==> config.mk <==
export PLATFORM = sky130hd
export DESIGN_NAME = mac_sequencer_flat
export DESIGN_NICKNAME = d
export VERILOG_FILES = /design/src/rtl/mac_sequencer_if.sv /design/src/rtl/mac_sequencer.sv /design/src/flat_wrapper.sv
export SDC_FILE = /design/constraint.sdc
export NUM_CORES = 1
export LEC_CHECK = 0
export ABC_AREA = 1
export BUFFER_PORTS_ARGS = -buffer_cell sky130_fd_sc_hd__clkbuf_2
export CAP_MARGIN = 30
export CORE_MARGIN = 3
export CORE_UTILIZATION = 52
export DETAILED_ROUTE_END_ITERATION = 12
export HOLD_SLACK_MARGIN = 0.05
export PLACE_DENSITY = 0.95
export SLEW_MARGIN = 30
export SYNTH_ARGS = -nofsm -noshare
export SYNTH_HDL_FRONTEND = slang
export SYNTH_SLANG_ARGS = --single-unit
==> constraint.sdc <==
create_clock -name clk -period 2.02 [get_ports clk]
set_clock_uncertainty 0.1 [all_clocks]
set_input_delay 0.303 -clock clk [delete_from_list [all_inputs] [get_ports clk]]
set_output_delay 0.303 -clock clk [all_outputs]
set_load 0.01 [all_outputs]
==> src/rtl/mac_sequencer_if.sv <==
// Operand-pair stream and result handshake between a pair source, the MAC sequencer
// and a result sink. The slave modport is the sequencer's view.
interface mac_sequencer_if #(
    parameter int unsigned N = 8,
    parameter int unsigned K = 4
);
    localparam int unsigned CW = $clog2(K + 1);

    logic          s_valid;
    logic          s_ready;
    logic [N-1:0]  s_weight;
    logic [N-1:0]  s_in;
    logic          s_last;
    logic          abort;
    logic          r_valid;
    logic          r_ready;
    logic [N-1:0]  r_data;
    logic [CW-1:0] r_count;

    modport master (
        output s_valid, s_weight, s_in, s_last, abort, r_ready,
        input  s_ready, r_valid, r_data, r_count
    );

    modport slave (
        input  s_valid, s_weight, s_in, s_last, abort, r_ready,
        output s_ready, r_valid, r_data, r_count
    );
endinterface

==> src/rtl/mac_sequencer.sv <==
// Feeds operand pairs into an external MAC core one dot product at a time, reads the
// accumulated result back after READ_LAT cycles and hands it out with its pair count.
module mac_sequencer #(
    parameter int unsigned N        = 8,
    parameter int unsigned K        = 4,
    parameter int unsigned READ_LAT = 1
) (
    input  logic           clk,
    input  logic           reset,
    mac_sequencer_if.slave bus,
    output logic [N-1:0]   mac_weight,
    output logic [N-1:0]   mac_in,
    output logic           mac_reset,
    output logic           mac_oe,
    output logic           mac_forget,
    input  logic [N-1:0]   mac_out,
    output logic           err_len
);
    localparam int unsigned CW = $clog2(K + 1);
    localparam int unsigned RW = $clog2(READ_LAT + 1);

    typedef enum logic [2:0] {StClear, StAccum, StDrain, StRead, StHold} state_e;

    state_e        state;
    logic [CW-1:0] count;
    logic [RW-1:0] rd_cnt;
    logic          accept;
    logic          last_beat;

    assign mac_forget = 1'b0;
    assign accept     = bus.s_valid && bus.s_ready;
    assign last_beat  = bus.s_last || (count == CW'(K - 1));

    always_ff @(posedge clk or negedge reset) begin
        if (!reset) begin
            state       <= StClear;
            count       <= '0;
            rd_cnt      <= '0;
            bus.s_ready <= 1'b0;
            bus.r_valid <= 1'b0;
            bus.r_data  <= '0;
            bus.r_count <= '0;
            mac_weight  <= '0;
            mac_in      <= '0;
            mac_reset   <= 1'b1;
            mac_oe      <= 1'b0;
            err_len     <= 1'b0;
        end else begin
            // Operands are zero unless a beat was accepted on this edge, so idle cycles add 0.
            mac_weight <= '0;
            mac_in     <= '0;
            if (bus.abort && (state inside {StAccum, StDrain, StRead})) begin
                // A beat accepted alongside abort is consumed and dropped.
                state       <= StClear;
                count       <= '0;
                bus.s_ready <= 1'b0;
                mac_oe      <= 1'b0;
                mac_reset   <= 1'b1;
            end else begin
                unique case (state)
                    StClear: begin
                        state       <= StAccum;
                        count       <= '0;
                        mac_reset   <= 1'b0;
                        bus.s_ready <= 1'b1;
                    end
                    StAccum: begin
                        if (accept) begin
                            mac_weight <= bus.s_weight;
                            mac_in     <= bus.s_in;
                            count      <= count + CW'(1);
                            if (last_beat) begin
                                state       <= StDrain;
                                bus.s_ready <= 1'b0;
                                if (!bus.s_last) err_len <= 1'b1;
                            end
                        end
                    end
                    StDrain: begin
                        state  <= StRead;
                        rd_cnt <= '0;
                        mac_oe <= 1'b1;
                    end
                    StRead: begin
                        if (rd_cnt == RW'(READ_LAT - 1)) begin
                            state       <= StHold;
                            mac_oe      <= 1'b0;
                            bus.r_valid <= 1'b1;
                            bus.r_data  <= mac_out;
                            bus.r_count <= count;
                        end else begin
                            rd_cnt <= rd_cnt + RW'(1);
                        end
                    end
                    StHold: begin
                        if (bus.r_ready) begin
                            state       <= StClear;
                            count       <= '0;
                            bus.r_valid <= 1'b0;
                            mac_reset   <= 1'b1;
                        end
                    end
                    default: state <= StClear;
                endcase
            end
        end
    end
endmodule

==> src/flat_wrapper.sv <==
// flat-port wrapper written by rule: the top's interface ports become plain ports
module mac_sequencer_flat 
#(
    parameter int unsigned N        = 8,
    parameter int unsigned K        = 4,
    parameter int unsigned READ_LAT = 1
)
  (clk, reset, mac_weight, mac_in, mac_reset, mac_oe, mac_forget, mac_out, err_len, bus_s_valid, bus_s_weight, bus_s_in, bus_s_last, bus_abort, bus_r_ready, bus_s_ready, bus_r_valid, bus_r_data, bus_r_count);
  mac_sequencer_if #(.N(N), .K(K)) bus_i ();
  input  logic clk;
  input  logic reset;
  output logic [N-1:0] mac_weight;
  output logic [N-1:0] mac_in;
  output logic mac_reset;
  output logic mac_oe;
  output logic mac_forget;
  input  logic [N-1:0] mac_out;
  output logic err_len;
  input wire logic [$bits(bus_i.s_valid)-1:0] bus_s_valid;
  input wire logic [$bits(bus_i.s_weight)-1:0] bus_s_weight;
  input wire logic [$bits(bus_i.s_in)-1:0] bus_s_in;
  input wire logic [$bits(bus_i.s_last)-1:0] bus_s_last;
  input wire logic [$bits(bus_i.abort)-1:0] bus_abort;
  input wire logic [$bits(bus_i.r_ready)-1:0] bus_r_ready;
  output wire logic [$bits(bus_i.s_ready)-1:0] bus_s_ready;
  output wire logic [$bits(bus_i.r_valid)-1:0] bus_r_valid;
  output wire logic [$bits(bus_i.r_data)-1:0] bus_r_data;
  output wire logic [$bits(bus_i.r_count)-1:0] bus_r_count;
  assign bus_i.s_valid = bus_s_valid;
  assign bus_i.s_weight = bus_s_weight;
  assign bus_i.s_in = bus_s_in;
  assign bus_i.s_last = bus_s_last;
  assign bus_i.abort = bus_abort;
  assign bus_i.r_ready = bus_r_ready;
  assign bus_s_ready = bus_i.s_ready;
  assign bus_r_valid = bus_i.r_valid;
  assign bus_r_data = bus_i.r_data;
  assign bus_r_count = bus_i.r_count;
  mac_sequencer #(.N(N), .K(K), .READ_LAT(READ_LAT)) u_core (.clk(clk), .reset(reset), .bus(bus_i), .mac_weight(mac_weight), .mac_in(mac_in), .mac_reset(mac_reset), .mac_oe(mac_oe), .mac_forget(mac_forget), .mac_out(mac_out), .err_len(err_len));
endmodule
==> results of run 1 <==
[metrics by stage]
stage / worst slack (ns) / hold slack [ns]
after CTS: 0.5231 / 0.05145
after floorplan: 0.6829 / -0.09259
after detailed placement: 0.5379 / 0.1826
after global routing: 0.3801 / 0.05837
final: 0.5257 / 0.06215
after global placement: 0.6509 / 0.1822
[worst max-delay path: cells and delay by family (launching register included)]
family,cells,cell delay (ns)
compound gates,1,0.20
fa+ha+maj,2,0.40
flops,1,0.43
simple gates,4,0.32
[routing by layer]
metal	vias up	part of all wire
met4	0	0.032
met1	584	0.39
met2	61	0.50
met5	-	0
met3	10	0.075
li1	668	-
[worst paths after layout]
path	to	cells after the start
setup / recovery	u_core.bus.s_ready	7
hold / removal	u_core.mac_in[7]	3
setup reg to reg	u_core.bus.s_ready	7
hold reg to reg	u_core.mac_reset	2
max in group asynchronous	u_core.mac_reset	3
min in group asynchronous	u_core.mac_oe	3
[placed cells by master, fill, tap and decap left out, types with 4 or more instances in the layout]
cell type,synthesis,layout
inv_2,4,4
dfrtp_1,37,37
clkbuf_2,0,61
nor2_2,11,11
nor2_1,14,14
o21ai_0,4,4
nand2_1,47,47
clkbuf_4,0,5
o21ai_1,12,12
nand4_1,4,4
inv_1,18,18
[area by class of cell]
type,count,area share
flip-flops and latches,38,0.4535
multi-input cells,109,0.2753
repair buffers,65,0.1681
inverters,22,0.03933
well taps,42,0.02503
clock buffers,6,0.02443
clock inverters,1,0.01430
[synth_stat cells, drive strengths merged]
cell type  instances
nand2             49
dfrtp             37
nor2              27
inv               22
o21ai             16
buf                5
nand3              5
nand4              5
a21oi              2
ha                 2
a21o               1
clkbuf             1
conb               1
dfstp              1
nand3b             1
[report_power, final]
part / switching (W) / internal (W) / total, W
sequential: 0.000152 / 0.000958 / 0.00111
combinational: 0.000572 / 0.000336 / 0.000909
clock: 0.000234 / 0.000288 / 0.000522
total: 0.000957 / 0.00158 / 0.00254
[logic make-up (layout without fill, tap and decap cells)]
| logic type | count (synthesis) | count (layout) |
|---|---|---|
| and+or+nand+nor | 87 | 87 |
| DFF | 38 | 38 |
| buffers and inverters | 28 | 94 |
| AOI/OAI and AO/OA | 19 | 19 |
| adders and majority gates | 2 | 2 |
| other | 1 | 1 |
[sequential cells by signal, summed over array words and instances, names as in the netlist]
name	flops
u_core.count	3
u_core.bus.r_data	8
u_core.bus.s_ready	1
u_core.bus.r_count	3
u_core.state	3
u_core.bus.r_valid	1
u_core.mac_oe	1
u_core.mac_in	8
u_core.err_len	1
u_core.mac_weight	8
u_core.mac_reset	1
==> impl_metrics.yaml, run 1 <==
floorplanning:
  die_y_um: 62.66
  std_cell_rows: 19
  fp.coreArea_um2: 2900
  dieWidth_um: 62.66
  initial_core_util: 0.5755
  io_pins: 63
  die_area_um2: 3926
yosys:
  ys_ff_latch: 38
  synthMuxAreaShare: 0
  ys_warn_count: 0
  synth_area_leaders: "dfrtp_1 55%, nand2_1 11%, nor2_2 4.1%"
  syn_area_um2: 1669
  yosys.area.top_type_share: 0.5547
  synthXorXnorAreaFrac: 0
  synth_top_cell_by_area: "dfrtp_1"
  synth-compound-area-share: 0.05847
  yosysUniqueCellTypes: 25
  avgSynthCellArea_um2: 9.538
  synthesis.nets: 207
  synth_top_family_by_area: "simple AND/OR/NAND/NOR gates"
  ys_seq_area_frac: 0.5705
  synthAdderAreaFrac: 0.01499
  syn_inst: 175
  synth-simple-area-share: 0.2706
grt:
  antenna_found_initial: 0
  grt_remaining_overflow: 0
  grt_pass1_vias: 1280
  grt_max_degree: 39
  busiest_layer: "met2"
  gr-usage-met3: 0.06475
  grt_pass1_wl_um: 5637
  grtUsageMet1: 0.2028
  grtUsageMet2: 0.3182
  grt_util_all_layers: 0.1865
cells_and_area:
  design_area_um2: 2100
  area_growth_pct: 25.79
  n_antenna_cell: 0
  ff_latch_area_um2: 952.2
  drive_above_1_share: 0.3942
  final_cells: 283
  final_util: 0.7239
  fill_cells: 241
  nNetsFinal: 273
  multi_input_area_um2: 578.1
setup_path:
  reg2reg_slack_ns: 0.53
  startpoint: "u_core.count[0]"
  end_kind: "flip-flop"
  worstPathRequired_ns: 2.21
  critPathMaxStageDelay_ns: 0.43
  start_kind: "flip-flop"
  crit_path_frequent_cell: "nand2_1"
  arrival_ns: 1.68
  path_cells: "ha_1 > ha_1 > o21ai_0 > nand2_1 > nand2_1 > nand2_1 > nand2_1"
  crit_slowest_cell: "dfrtp_1"
  critPathKind: "reg2reg"
  worstPathMaxFanout: 4
  r2r_start: "u_core.count[0]"
detailed_routing:
  first_pass_iters: 4
  remaining_drc_errors: 0
  final_antenna_net_count: 0
  totalWireLength_um: 3288
  routed_via_density: 4.675
  via_count: 1323
  drtIter0Drc: 68
  post_drt_wl_per_cell_um: 11.62
cts:
  cts_tree: "built"
  htree_num_levels: 2
  cts_buffers: 5
  clock_sinks: 38
  cts_max_path_buffers: 2
  clkTransAtPathRegs_ns: 0.11
  insertion_delay_ns: 0.34
  root_buffer: "clkbuf_4"
  cts_setup_buffers: 0
  post_cts_resized: 0
  ctsHoldBuffers: 2
timing:
  max_freq_mhz: 669.2
  final-setup-viol-count: 0
  post-route-period-util: 0.7397
  hold_viol: 0
  tns_ns: 0
  timing.final.crit_period_ns: 1.494
  drv_slew: 0
  rsz0062_at_grt: "false"
placed_design:
  dp_cells: 274
  dp_hpwl_um: 2452
  gp_congestion: 0.8074
  place_area_um2: 1998
  io_buffers: 61
power_and_ir_drop:
  p_per_area_nw_per_um2: 1210
  ir_drop_mv: 0.7682
  power_w: 0.002540
  p_leak_nw: 1.188
job:
  drv_cap: 0
outcome:
  status: "completed"
hold_path:
  hp-start: "bus_s_in[7]"
  hp-class: "in2reg"
Power figures use the tool's default switching activity.
==> run 2, diff against run 1 <==
--- a/config.mk
+++ b/config.mk
@@ -5,14 +5,14 @@
 export SDC_FILE = /design/constraint.sdc
 export NUM_CORES = 1
 export LEC_CHECK = 0
-export ABC_AREA = 1
+export ABC_AREA = 0
 export BUFFER_PORTS_ARGS = -buffer_cell sky130_fd_sc_hd__clkbuf_2
 export CAP_MARGIN = 30
 export CORE_MARGIN = 3
-export CORE_UTILIZATION = 52
+export CORE_UTILIZATION = 47
 export DETAILED_ROUTE_END_ITERATION = 12
 export HOLD_SLACK_MARGIN = 0.05
-export PLACE_DENSITY = 0.95
+export PLACE_DENSITY = 0.89
 export SLEW_MARGIN = 30
 export SYNTH_ARGS = -nofsm -noshare
 export SYNTH_HDL_FRONTEND = slang
==> constraint.sdc (replaced) <==
create_clock -name clk -period 1.5 [get_ports clk]
set_clock_uncertainty 0.1 [all_clocks]
set_input_delay 0.225 -clock clk [delete_from_list [all_inputs] [get_ports clk]]
set_output_delay 0.225 -clock clk [all_outputs]
set_load 0.01 [all_outputs]
==> impl_metrics.yaml, run 2 <==
outcome:
  status: "complete, but fails checks"
  violations: "setup timing"
setup_path:
  startpoint: "u_core.state[0]"
  cp_top_family: "flip-flops"
  endpoint: "u_core.count[2]"
  arrival_ns: 1.62
  worstPathRequired_ns: 1.61
  r2r_start: "u_core.state[0]"
  crit_slowest_cell: "dfrtp_1"
  worstReg2RegEnd: "u_core.count[2]"
  worstPathMaxFanout: 5
  path_cells: "or3b_4 > a221oi_4 > o22ai_1"
  crit_buf_inv: 0
  rr_worst_depth: 3
  critPathKind: "reg2reg"
  cp_num_cells: 3
  start_kind: "flip-flop"
  reg2reg_slack_ns: -0.005
  critPathMaxStageDelay_ns: 0.44
  end_kind: "flip-flop"
grt:
  grt_util_all_layers: 0.2072
  grt_max_degree: 39
  grt_remaining_overflow: 0
  antenna_found_initial: 0
  grt_pass1_vias: 1301
  grt_pass1_wl_um: 6230
timing:
  worst_slack_ns: -0.005203
  final-setup-viol-count: 1
  post-route-period-util: 1.003
  rsz0062_at_grt: "true"
  hold_viol: 0
  max_freq_mhz: 664.4
  timing.final.crit_period_ns: 1.505
  tns_ns: -0.005203
  drv_slew: 0
cts:
  clkTransAtPathRegs_ns: 0.10
  clock_sinks: 38
  cts_buffers: 5
  cts_tree: "built"
  cts_max_path_buffers: 2
  root_buffer: "clkbuf_4"
  htree_num_levels: 2
  insertion_delay_ns: 0.33
yosys:
  synthesis.nets: 149
  synthTopCellsByCount: "37 x dfrtp_1, 16 x and2_1, 9 x mux2_4, 8 x a21oi_1"
  yosys.area.top_type_share: 0.5845
  ys_warn_count: 0
  async_flop_share: 1.000
  yosysUniqueCellTypes: 31
  syn_area_um2: 1584
  syn_inst: 117
  avgSynthCellArea_um2: 13.54
  synth-edff-count: 0
  yosysMostFrequentCell: "dfrtp_1"
  synth_top_cell_by_area: "dfrtp_1"
  ys_ff_latch: 38
  ys.flop_type: "dfrtp_1"
  ys_seq_area_frac: 0.6011
  synth_area_leaders: "dfrtp_1 58%, mux2_4 8.5%, and2_1 6.3%"
detailed_routing:
  routed_via_density: 4.739
  final_antenna_net_count: 0
  totalWireLength_um: 3735
  via_count: 1251
  wl_met2_um: 1866
  wl_met1_um: 1456
  post_drt_wl_per_cell_um: 14.15
  top_layer: "met4"
  route.met3.wl_um: 337
  drtIter0Drc: 31
  first_pass_iters: 3
  remaining_drc_errors: 0
power_and_ir_drop:
  p_leak_nw: 1.235
  p_per_area_nw_per_um2: 1118
  ir_drop_mv: 0.7576
floorplanning:
  die_area_um2: 4103
  fp.coreArea_um2: 3128
  io_pins: 63
  die_y_um: 64.06
  initial_core_util: 0.5064
  std_cell_rows: 20
  dieWidth_um: 64.06
hold_path:
  hp-class: "in2reg"
  hp-start: "bus_s_valid"
cells_and_area:
  area_growth_pct: 48.89
  reg_top3: "u_core.bus.r_data (8), u_core.mac_in (8), u_core.mac_weight (8)"
  n_antenna_cell: 0
  nNetsFinal: 253
  layout_commonest_cell: "clkbuf_2"
  drive_above_1_share: 0.4864
  mostFrequentLayoutCells: "61 x clkbuf_2, 37 x dfrtp_1, 26 x dlygate4sd3_1, 16 x and2_1, 14 x buf_4"
  final_util: 0.7540
placed_design:
  dp_hpwl_um: 2268
  io_buffers: 61
  gp_congestion: 0.8901
job:
  drv_cap: 0
## run 2: cell count changes after synthesis, sizes merged, moves of 6 or more
| cell | change |
|---|---|
| nor2 | -23 |
| inv | -17 |
| nand2 | -47 |
| a21oi | +6 |
| mux2 | +11 |
| and2 | +16 |
| o21ai | -12 |
## run 2: worst min path at each step
stage                                  endpoint  slack, ns  cells past startpoint
after CTS                       u_core.count[0]       0.08                      3
after detailed placement   u_core.bus.r_data[6]       0.11                      2
after global placement          u_core.state[2]       0.11                      2
after global routing            u_core.count[0]       0.07                      3
final                           u_core.count[0]        0.1                      3
after floorplan           u_core.bus.r_count[0]      -0.17                      0
## run 2: cells by family after synthesis
| logic type | share of synthesized area |
|---|---|
| and+or+nand+nor | 0.1461 |
| DFF | 0.6011 |
| adders and majority gates | 0.01580 |
| buffers and inverters | 0.05213 |
| AOI/OAI and AO/OA | 0.07662 |
| other | 0.002367 |
| muxes | 0.1058 |
## run 2: through the flow
stage	power (W)	setup WS (ns)	hold WS [ns]	instances	area (µm²)
finish	0.002637	-0.005203	0.09571	264	2359
global route	0.002830	-0.07410	0.07249	264	2359
CTS	0.002642	0.01134	0.07639	261	2318
detailed placement	0.002057	-0.01761	0.1057	228	1983
global placement	0.002035	0.04650	0.1080	228	1983
floorplan	0.001757	0.01792	-0.1706	117	1584
## run 2: area by class of cell
class / instances / area, µm²
fillers: 198 / 769.5
repair buffers: 102 / 690.7
well taps: 44 / 55.05
flip-flops and latches: 38 / 952.2
multi-input cells: 69 / 590.6
clock buffers: 6 / 51.30
inverters: 5 / 18.77
## run 2: power breakdown
part           internal (W)  switching, W
Clock              0.000211      0.000293
Sequential          0.00121      0.000113
Combinational      0.000461      0.000353
## run 2: layer usage
layer | global-route usage | vias up
met5 | 0 | -
met2 | 0.3277 | 53
met4 | 0.1078 | 0
li1 | - | 599
met3 | 0.09139 | 6
met1 | 0.2352 | 593
## run 2: worst register-to-register path, cell delays in order, from the launching register on
cell and delay [ns]:
dfrtp_1 0.44, or3b_4 0.44, a221oi_4 0.28, o22ai_1 0.12
## run 2: timing repair
action | 4_1_cts | 5_1_grt
hold buffers | 26 | 0
cloned | 0 | 1
setup endpoints to repair | 5 | 25
setup buffers | 1 | 2
resized for setup | 4 | 4
pin swaps | 1 | 6
endpoints found under the hold margin | 63 | 0
